`config.mk`:
```
export PLATFORM = sky130hd
export DESIGN_NAME = uart_tx_frame
export DESIGN_NICKNAME = d
export VERILOG_FILES = /design/src/rtl/uart_tx_frame.sv
export SDC_FILE = /design/constraint.sdc
export NUM_CORES = 1
export LEC_CHECK = 0
export CAP_MARGIN = 40
export CORE_ASPECT_RATIO = 0.9
export CORE_UTILIZATION = 54
export CTS_CLUSTER_DIAMETER = 100
export DETAILED_ROUTE_END_ITERATION = 12
export PLACE_DENSITY_LB_ADDON = 0.12
export SLEW_MARGIN = 20
export SYNTH_ARGS = -nofsm -noshare
export SYNTH_HDL_FRONTEND = slang
export SYNTH_SLANG_ARGS = --single-unit
```
`constraint.sdc`:
```
create_clock -name clk -period 2.4 [get_ports clk]
set_input_delay 0.72 -clock clk [delete_from_list [all_inputs] [get_ports clk]]
set_output_delay 0.72 -clock clk [all_outputs]
set_load 0.02 [all_outputs]
```
`src/rtl/uart_tx_frame.sv`:
```
// UART transmitter: one frame per accepted word (start, LSB-first data, optional parity, stop bits).
// Start bit goes out one edge after data_valid; requests that arrive while busy are dropped, not queued.
module uart_tx_frame #(
  parameter int data_width = 8,
  parameter int pre_scalar = 8,
  parameter int stop_bits  = 1
) (
  input  logic                  clk,
  input  logic                  rst,
  input  logic [data_width-1:0] p_data,
  input  logic                  data_valid,
  input  logic                  par_en,
  input  logic                  par_typ,
  output logic                  tx_out,
  output logic                  busy
);

  localparam int PW = (pre_scalar > 1) ? $clog2(pre_scalar) : 1;
  localparam int BW = (data_width > 2) ? $clog2(data_width) : 1;
  localparam logic [PW-1:0] PRE_LAST  = PW'(pre_scalar - 1);
  localparam logic [BW-1:0] BIT_LAST  = BW'(data_width - 1);
  localparam logic [BW-1:0] STOP_LAST = BW'(stop_bits - 1);

  typedef enum logic [2:0] {
    S_IDLE,
    S_START,
    S_DATA,
    S_PARITY,
    S_STOP
  } state_t;

  state_t                state_q;
  logic [PW-1:0]         pre_cnt_q;
  logic [BW-1:0]         bit_cnt_q;
  logic [data_width-1:0] data_q;
  logic                  par_en_q;
  logic                  par_typ_q;
  logic                  tx_q;
  logic                  busy_q;

  logic                  pre_tc;
  logic [PW-1:0]         pre_cnt_d;
  logic [BW-1:0]         bit_cnt_d;
  logic                  par_bit_d;

  // Parity always comes from the captured word, never from live p_data.
  always_comb begin
    pre_tc    = (pre_cnt_q == PRE_LAST);
    pre_cnt_d = pre_tc ? '0 : pre_cnt_q + 1'b1;
    bit_cnt_d = bit_cnt_q + 1'b1;
    par_bit_d = (^data_q) ^ par_typ_q;
  end

  always_ff @(posedge clk) begin
    if (rst) begin
      state_q   <= S_IDLE;
      pre_cnt_q <= '0;
      bit_cnt_q <= '0;
      data_q    <= '0;
      par_en_q  <= 1'b0;
      par_typ_q <= 1'b0;
      tx_q      <= 1'b1;
      busy_q    <= 1'b0;
    end else begin
      case (state_q)
        S_IDLE: begin
          pre_cnt_q <= '0;
          bit_cnt_q <= '0;
          if (data_valid) begin
            data_q    <= p_data;
            par_en_q  <= par_en;
            par_typ_q <= par_typ;
            tx_q      <= 1'b0;
            busy_q    <= 1'b1;
            state_q   <= S_START;
          end
        end
        S_START: begin
          pre_cnt_q <= pre_cnt_d;
          if (pre_tc) begin
            bit_cnt_q <= '0;
            tx_q      <= data_q[0];
            state_q   <= S_DATA;
          end
        end
        S_DATA: begin
          pre_cnt_q <= pre_cnt_d;
          if (pre_tc) begin
            if (bit_cnt_q == BIT_LAST) begin
              bit_cnt_q <= '0;
              if (par_en_q) begin
                tx_q    <= par_bit_d;
                state_q <= S_PARITY;
              end else begin
                tx_q    <= 1'b1;
                state_q <= S_STOP;
              end
            end else begin
              bit_cnt_q <= bit_cnt_d;
              tx_q      <= data_q[bit_cnt_d];
            end
          end
        end
        S_PARITY: begin
          pre_cnt_q <= pre_cnt_d;
          if (pre_tc) begin
            bit_cnt_q <= '0;
            tx_q      <= 1'b1;
            state_q   <= S_STOP;
          end
        end
        S_STOP: begin
          pre_cnt_q <= pre_cnt_d;
          if (pre_tc) begin
            if (bit_cnt_q == STOP_LAST) begin
              bit_cnt_q <= '0;
              busy_q    <= 1'b0;
              state_q   <= S_IDLE;
            end else begin
              bit_cnt_q <= bit_cnt_d;
            end
          end
        end
        default: begin
          tx_q    <= 1'b1;
          busy_q  <= 1'b0;
          state_q <= S_IDLE;
        end
      endcase
    end
  end

  assign tx_out = tx_q;
  assign busy   = busy_q;

endmodule

```
==> impl_metrics.toml, run 1 <==
[synthesis]
syn-cell-area_mm2 = 0.00120
synth_mux_area_share_pct = 7.27
yosys.cell_types.count = 34
synth_edf_count = 0
synth_top_family_by_area = "simple AND/OR/NAND/NOR gates"
avgSynthCellArea_um2 = 8.20
syn-num-nets = 165
synth_seq_cells = 21
seq_area_frac_synth_pct = 34.9
async_flop_share_pct = 0
ys_warn_count = 0
syn_inst = 147
synthSimpleGateAreaFrac_pct = 23.9
synth_compound_area_share_pct = 16.2
synth_xor_area_share_pct = 6.23
synth-adder-area-share_pct = 6.02
synth_ff_type = "dfxtp_1"

[timing]
setup_ws_ps = 398
hold_violations = 0
relSlewSlack_pct = 75.4
fin_crit_ps = 2000
tightest_slew_ps = 368
max_freq_ghz = 0.499
clock_skew_ps = 2.58
rsz0062_at_grt = "no"
fin_tns_setup_ps = 0
setup_violations = 0
final.period_utilization_pct = 83.4
maxSlewViolCount = 0

[clock_tree]
cts_tree = "built"
h-tree-depth = 1
root_buffer = "clkbuf_4"
holdBufCountCts = 0
cts_setup_buffers = 0
path_clk_slew_ps = 130
clockBufferDepth = 2
cts_resized = 0
clk_latency_ps = 310
cts_buffers = 3
cts_sinks = 21

[grt]
grt_usage_pct = 22.4
grt_pass1_vias = 870
grt_pass1_wl_um = 3910
antenna_found_initial = 0
grt_max_degree = 19
grt_remaining_overflow = 0

[critical_path]
slowest_delay_ps = 610
path_buf_inv = 1
cp_data_required_time_ps = 1680
crit_fanout = 3
path_delay_family = "buffers and inverters"
critical_path.startpoint_type = "register"
critical_path_class = "register to output port"
cp_cell_sequence = "clkdlybuf4s50_1"
worst-endpoint-arrival_ps = 1280
crit_slowest_cell = "clkdlybuf4s50_1"
critPathCaptureType = "output port"

[final_layout]
n_antenna_cell = 0
seqCellArea_um2 = 420
nFillCells = 161
multi_input_area_um2 = 718
drive_gt1_share_pct = 9.94
nNetsFinal = 180
areaGrowthSynthToFinish_pct = 15.1

[min_path]
hold_class = "register to register"

[drt]
ant_nets = 0
wl_um = 2300
met3_length_um = 134
routedWlPerCell_um = 12.4
viasPerCell = 5.65
highest_layer = "met4"
vias = 1051
wl_met2_um = 1030
drt_iter0_drc = 29
met1_length_um = 1120
drtPass1Iterations = 4
drc_errors = 0

[placed_design]
detailedPlace.worstSlack_ps = 82.9
hpwlAfterDp_um = 1710
port_buffers = 14
place.gp.congestion = 0.868

[status]
outcome = "completed"

[floorplan]
fp.dieW_um = 51.8
start_util_pct = 60.0
coreArea_mm2 = 0.00201
fp.dieH_um = 46.8
rows = 15
io_pins = 15
die_area_mm2 = 0.00242

[power_and_ir_drop]
ir_drop_v = 0.000654
leakage_nw = 0.530
powerDensity_mw_per_mm2 = 892

[flow_run]
maxCapViolCount = 0
[registers in the layout, summed over array words and instances (netlist names)]
register,count
data_q,8
state_q,3
bit_cnt_q,3
par_typ_q,1
pre_cnt_q,3
tx_out,1
par_en_q,1
busy,1
[synthesized netlist by cell type (2+ instances only)]
cell type / number / area, µm²
nor3b_1: 3 / 22.5
a21oi_1: 20 / 100
inv_1: 5 / 18.8
mux2_2: 4 / 45.0
buf_2: 2 / 10.0
nand3_1: 3 / 15.0
nand2_1: 24 / 90.1
o21ai_0: 4 / 20.0
a31oi_1: 3 / 18.8
nor2_1: 10 / 37.5
dfxtp_1: 21 / 420
ha_1: 5 / 62.6
clkbuf_1: 4 / 15.0
mux2i_1: 2 / 20.0
nor2b_1: 2 / 12.5
xnor2_1: 5 / 43.8
buf_6: 2 / 22.5
nand2b_1: 5 / 31.3
nor3_1: 6 / 30.0
or4_1: 3 / 22.5
[where the power goes]
part	leakage [nW]	switching [mW]	internal, mW
clock	0.0177	0.119	0.0624
sequential	0.172	0.0770	0.416
combinational	0.340	0.275	0.287
total	0.530	0.471	0.765
[cells by family (layout without fill, tap and decap cells)]
| kind of cell | count (synthesis) | after routing |
|---|---|---|
| AO/OA/AOI/OAI | 33 | 33 |
| XOR/XNOR | 7 | 7 |
| adder cells (fa/ha/maj) | 6 | 6 |
| buffers and inverters | 13 | 27 |
| flip-flops | 21 | 21 |
| multiplexers | 7 | 7 |
| AND/OR/NAND/NOR | 60 | 60 |
[placed cells by master, fill, tap and decap left out, types with 5 or more instances in the layout]
cell type,count
ha_1,5
clkdlybuf4s50_1,14
nor3_1,6
nand2_1,24
a21oi_1,20
nor2_1,10
xnor2_1,5
inv_1,5
dfxtp_1,21
nand2b_1,5
[metrics by stage]
stage	cell area (µm²)	hold WS (ps)	power, mW	std cells	util [%]
after floorplan	1200	448	0.949	147	-
after global placement	1360	459	1.04	182	67.7
after detailed placement	1360	476	1.06	182	67.7
after CTS	1390	495	1.24	186	69.0
after global routing	1390	517	1.33	186	69.0
final	1390	494	1.24	186	69.0
[worst paths after layout]
path / start / endpoint / slack (ps) / cells after the start
max: busy$_SDFFE_PP0P_ / busy / 400 / 1
min: data_q[2]$_SDFFE_PP0P_ / data_q[2]$_SDFFE_PP0P_ / 490 / 2
max reg2reg: bit_cnt_q[0]$_SDFFE_PP0P_ / state_q[0]$_SDFFE_PP0P_ / 410 / 7
min reg2reg: data_q[2]$_SDFFE_PP0P_ / data_q[2]$_SDFFE_PP0P_ / 490 / 2
[final cells by class]
class	instances	area share, %
clock buffers	3	1.62
repair buffers	18	12.3
clock inverters	1	0.361
flip-flops and latches	21	30.3
inverters	5	1.35
well taps	25	2.26
multi-input cells	113	51.8
[routing by layer]
metal,track usage (%),vias up
met3,6.80,2
met4,4.86,0
met1,29.8,480
met5,0,-
li1,-,540
met2,36.6,29
Power figures use the tool's default switching activity.
==> run 2: changes to the inputs <==
- clock period: 2.4 -> 1.9 ns (I/O delays scaled with it)
==> impl_metrics.toml, run 2 (synthesis results as in run 1) <==
[status]
outcome = "completed"

[clock_tree]
root_buffer = "clkbuf_4"
cts_buffers = 3
h-tree-depth = 1
cts_setup_buffers = 0
holdBufCountCts = 0
clk_latency_ps = 310
clockBufferDepth = 2
path_clk_slew_ps = 120
cts_sinks = 21
cts_resized = 1
cts_tree = "built"

[grt]
grt_pass1_wl_um = 4290
grt_remaining_overflow = 0
grt_pass1_vias = 962
grt_max_degree = 18
antenna_found_initial = 0
grt_usage_pct = 24.5

[final_layout]
largest_reg_flops = 8
final_util_pct = 73.2
areaGrowthSynthToFinish_pct = 22.0
nNetsFinal = 187
registers.top_by_ff_count = "data_q"
final_cell_mix = "nand2_1 (24), a21oi_1 (20), dfxtp_1 (19)"
final_common_cell = "nand2_1"
drive_gt1_share_pct = 17.9
n_antenna_cell = 0

[drt]
highest_layer = "met4"
routedWlPerCell_um = 13.5
met3_length_um = 66
viasPerCell = 5.65
wl_met2_um = 1240
met1_length_um = 1290
drtPass1Iterations = 4
ant_nets = 0
drc_errors = 0
drt_iter0_drc = 27
vias = 1091
wl_um = 2610

[timing]
relSlewSlack_pct = 68.4
final.period_utilization_pct = 97.3
maxSlewViolCount = 0
tightest_slew_ps = 472
fin_tns_setup_ps = 0
max_freq_ghz = 0.541
setup_ws_ps = 51.3
clock_skew_ps = 6.21
hold_violations = 0
setup_violations = 0
fin_crit_ps = 1850

[placed_design]
hpwlAfterDp_um = 1920
detailedPlace.worstSlack_ps = -162
place.gp.congestion = 0.817
port_buffers = 14

[critical_path]
cp_cell_sequence = "clkdlybuf4s50_1"
slowest_delay_ps = 610
cp_data_required_time_ps = 1330
crit_slowest_cell = "clkdlybuf4s50_1"
path_delay_family = "buffers and inverters"
crit_fanout = 3
critPathCaptureType = "output port"
critical_path_class = "register to output port"
path_buf_inv = 1
critical_path.startpoint_type = "register"
worst-endpoint-arrival_ps = 1280

[flow_run]
maxCapViolCount = 0

[min_path]
hold_class = "register to register"

[floorplan]
die_area_mm2 = 0.00242
start_util_pct = 60.0
rows = 15
coreArea_mm2 = 0.00201
fp.dieH_um = 46.8
io_pins = 15
fp.dieW_um = 51.8

[power_and_ir_drop]
leakage_nw = 0.564
powerDensity_mw_per_mm2 = 1110
ir_drop_v = 0.000785
-- run 2: final timing paths --
path | startpoint | to | slack, ps | cells after the start
worst max-delay path | busy$_SDFFE_PP0P_ | busy | 50 | 1
worst min-delay path | par_typ_q$_SDFFE_PP0P_ | par_typ_q$_SDFFE_PP0P_ | 490 | 2
worst max register to register | bit_cnt_q[0]$_SDFFE_PP0P_ | state_q[0]$_SDFFE_PP0P_ | 90 | 7
worst min register to register | par_typ_q$_SDFFE_PP0P_ | par_typ_q$_SDFFE_PP0P_ | 490 | 2
-- run 2: where the power goes --
part | total [mW] | switching, mW | internal, mW
registers | 0.620 | 0.0942 | 0.526
clock network | 0.221 | 0.142 | 0.0786
logic | 0.787 | 0.388 | 0.398
total | 1.63 | 0.625 | 1.00
-- run 2: metal layers --
metal | GRT usage [%] | vias up
met5 | 0 | -
met4 | 4.32 | 0
met3 | 6.15 | 2
met2 | 41.8 | 14
met1 | 32.3 | 520
li1 | - | 555
-- run 2: layout make-up --
cell class / instances / area (µm²)
repair buffers: 25 / 223
fillers: 166 / 538
multi-input cells: 113 / 747
clock buffers: 3 / 22.5
inverters: 5 / 18.8
flip-flops and latches: 21 / 423
clock inverters: 1 / 5.00
well taps: 25 / 31.3
-- run 2: per-stage QoR --
| step | power, mW | area [µm²] | instances | hold WS [ps] |
|---|---|---|---|---|
| 2_1_floorplan | 1.20 | 1200 | 147 | 448 |
| 4_1_cts | 1.62 | 1440 | 193 | 489 |
| 6_report | 1.63 | 1470 | 193 | 486 |
| 3_3_place_gp | 1.36 | 1410 | 189 | 458 |
| 3_5_place_dp | 1.39 | 1410 | 189 | 472 |
| 5_1_grt | 1.75 | 1470 | 193 | 513 |
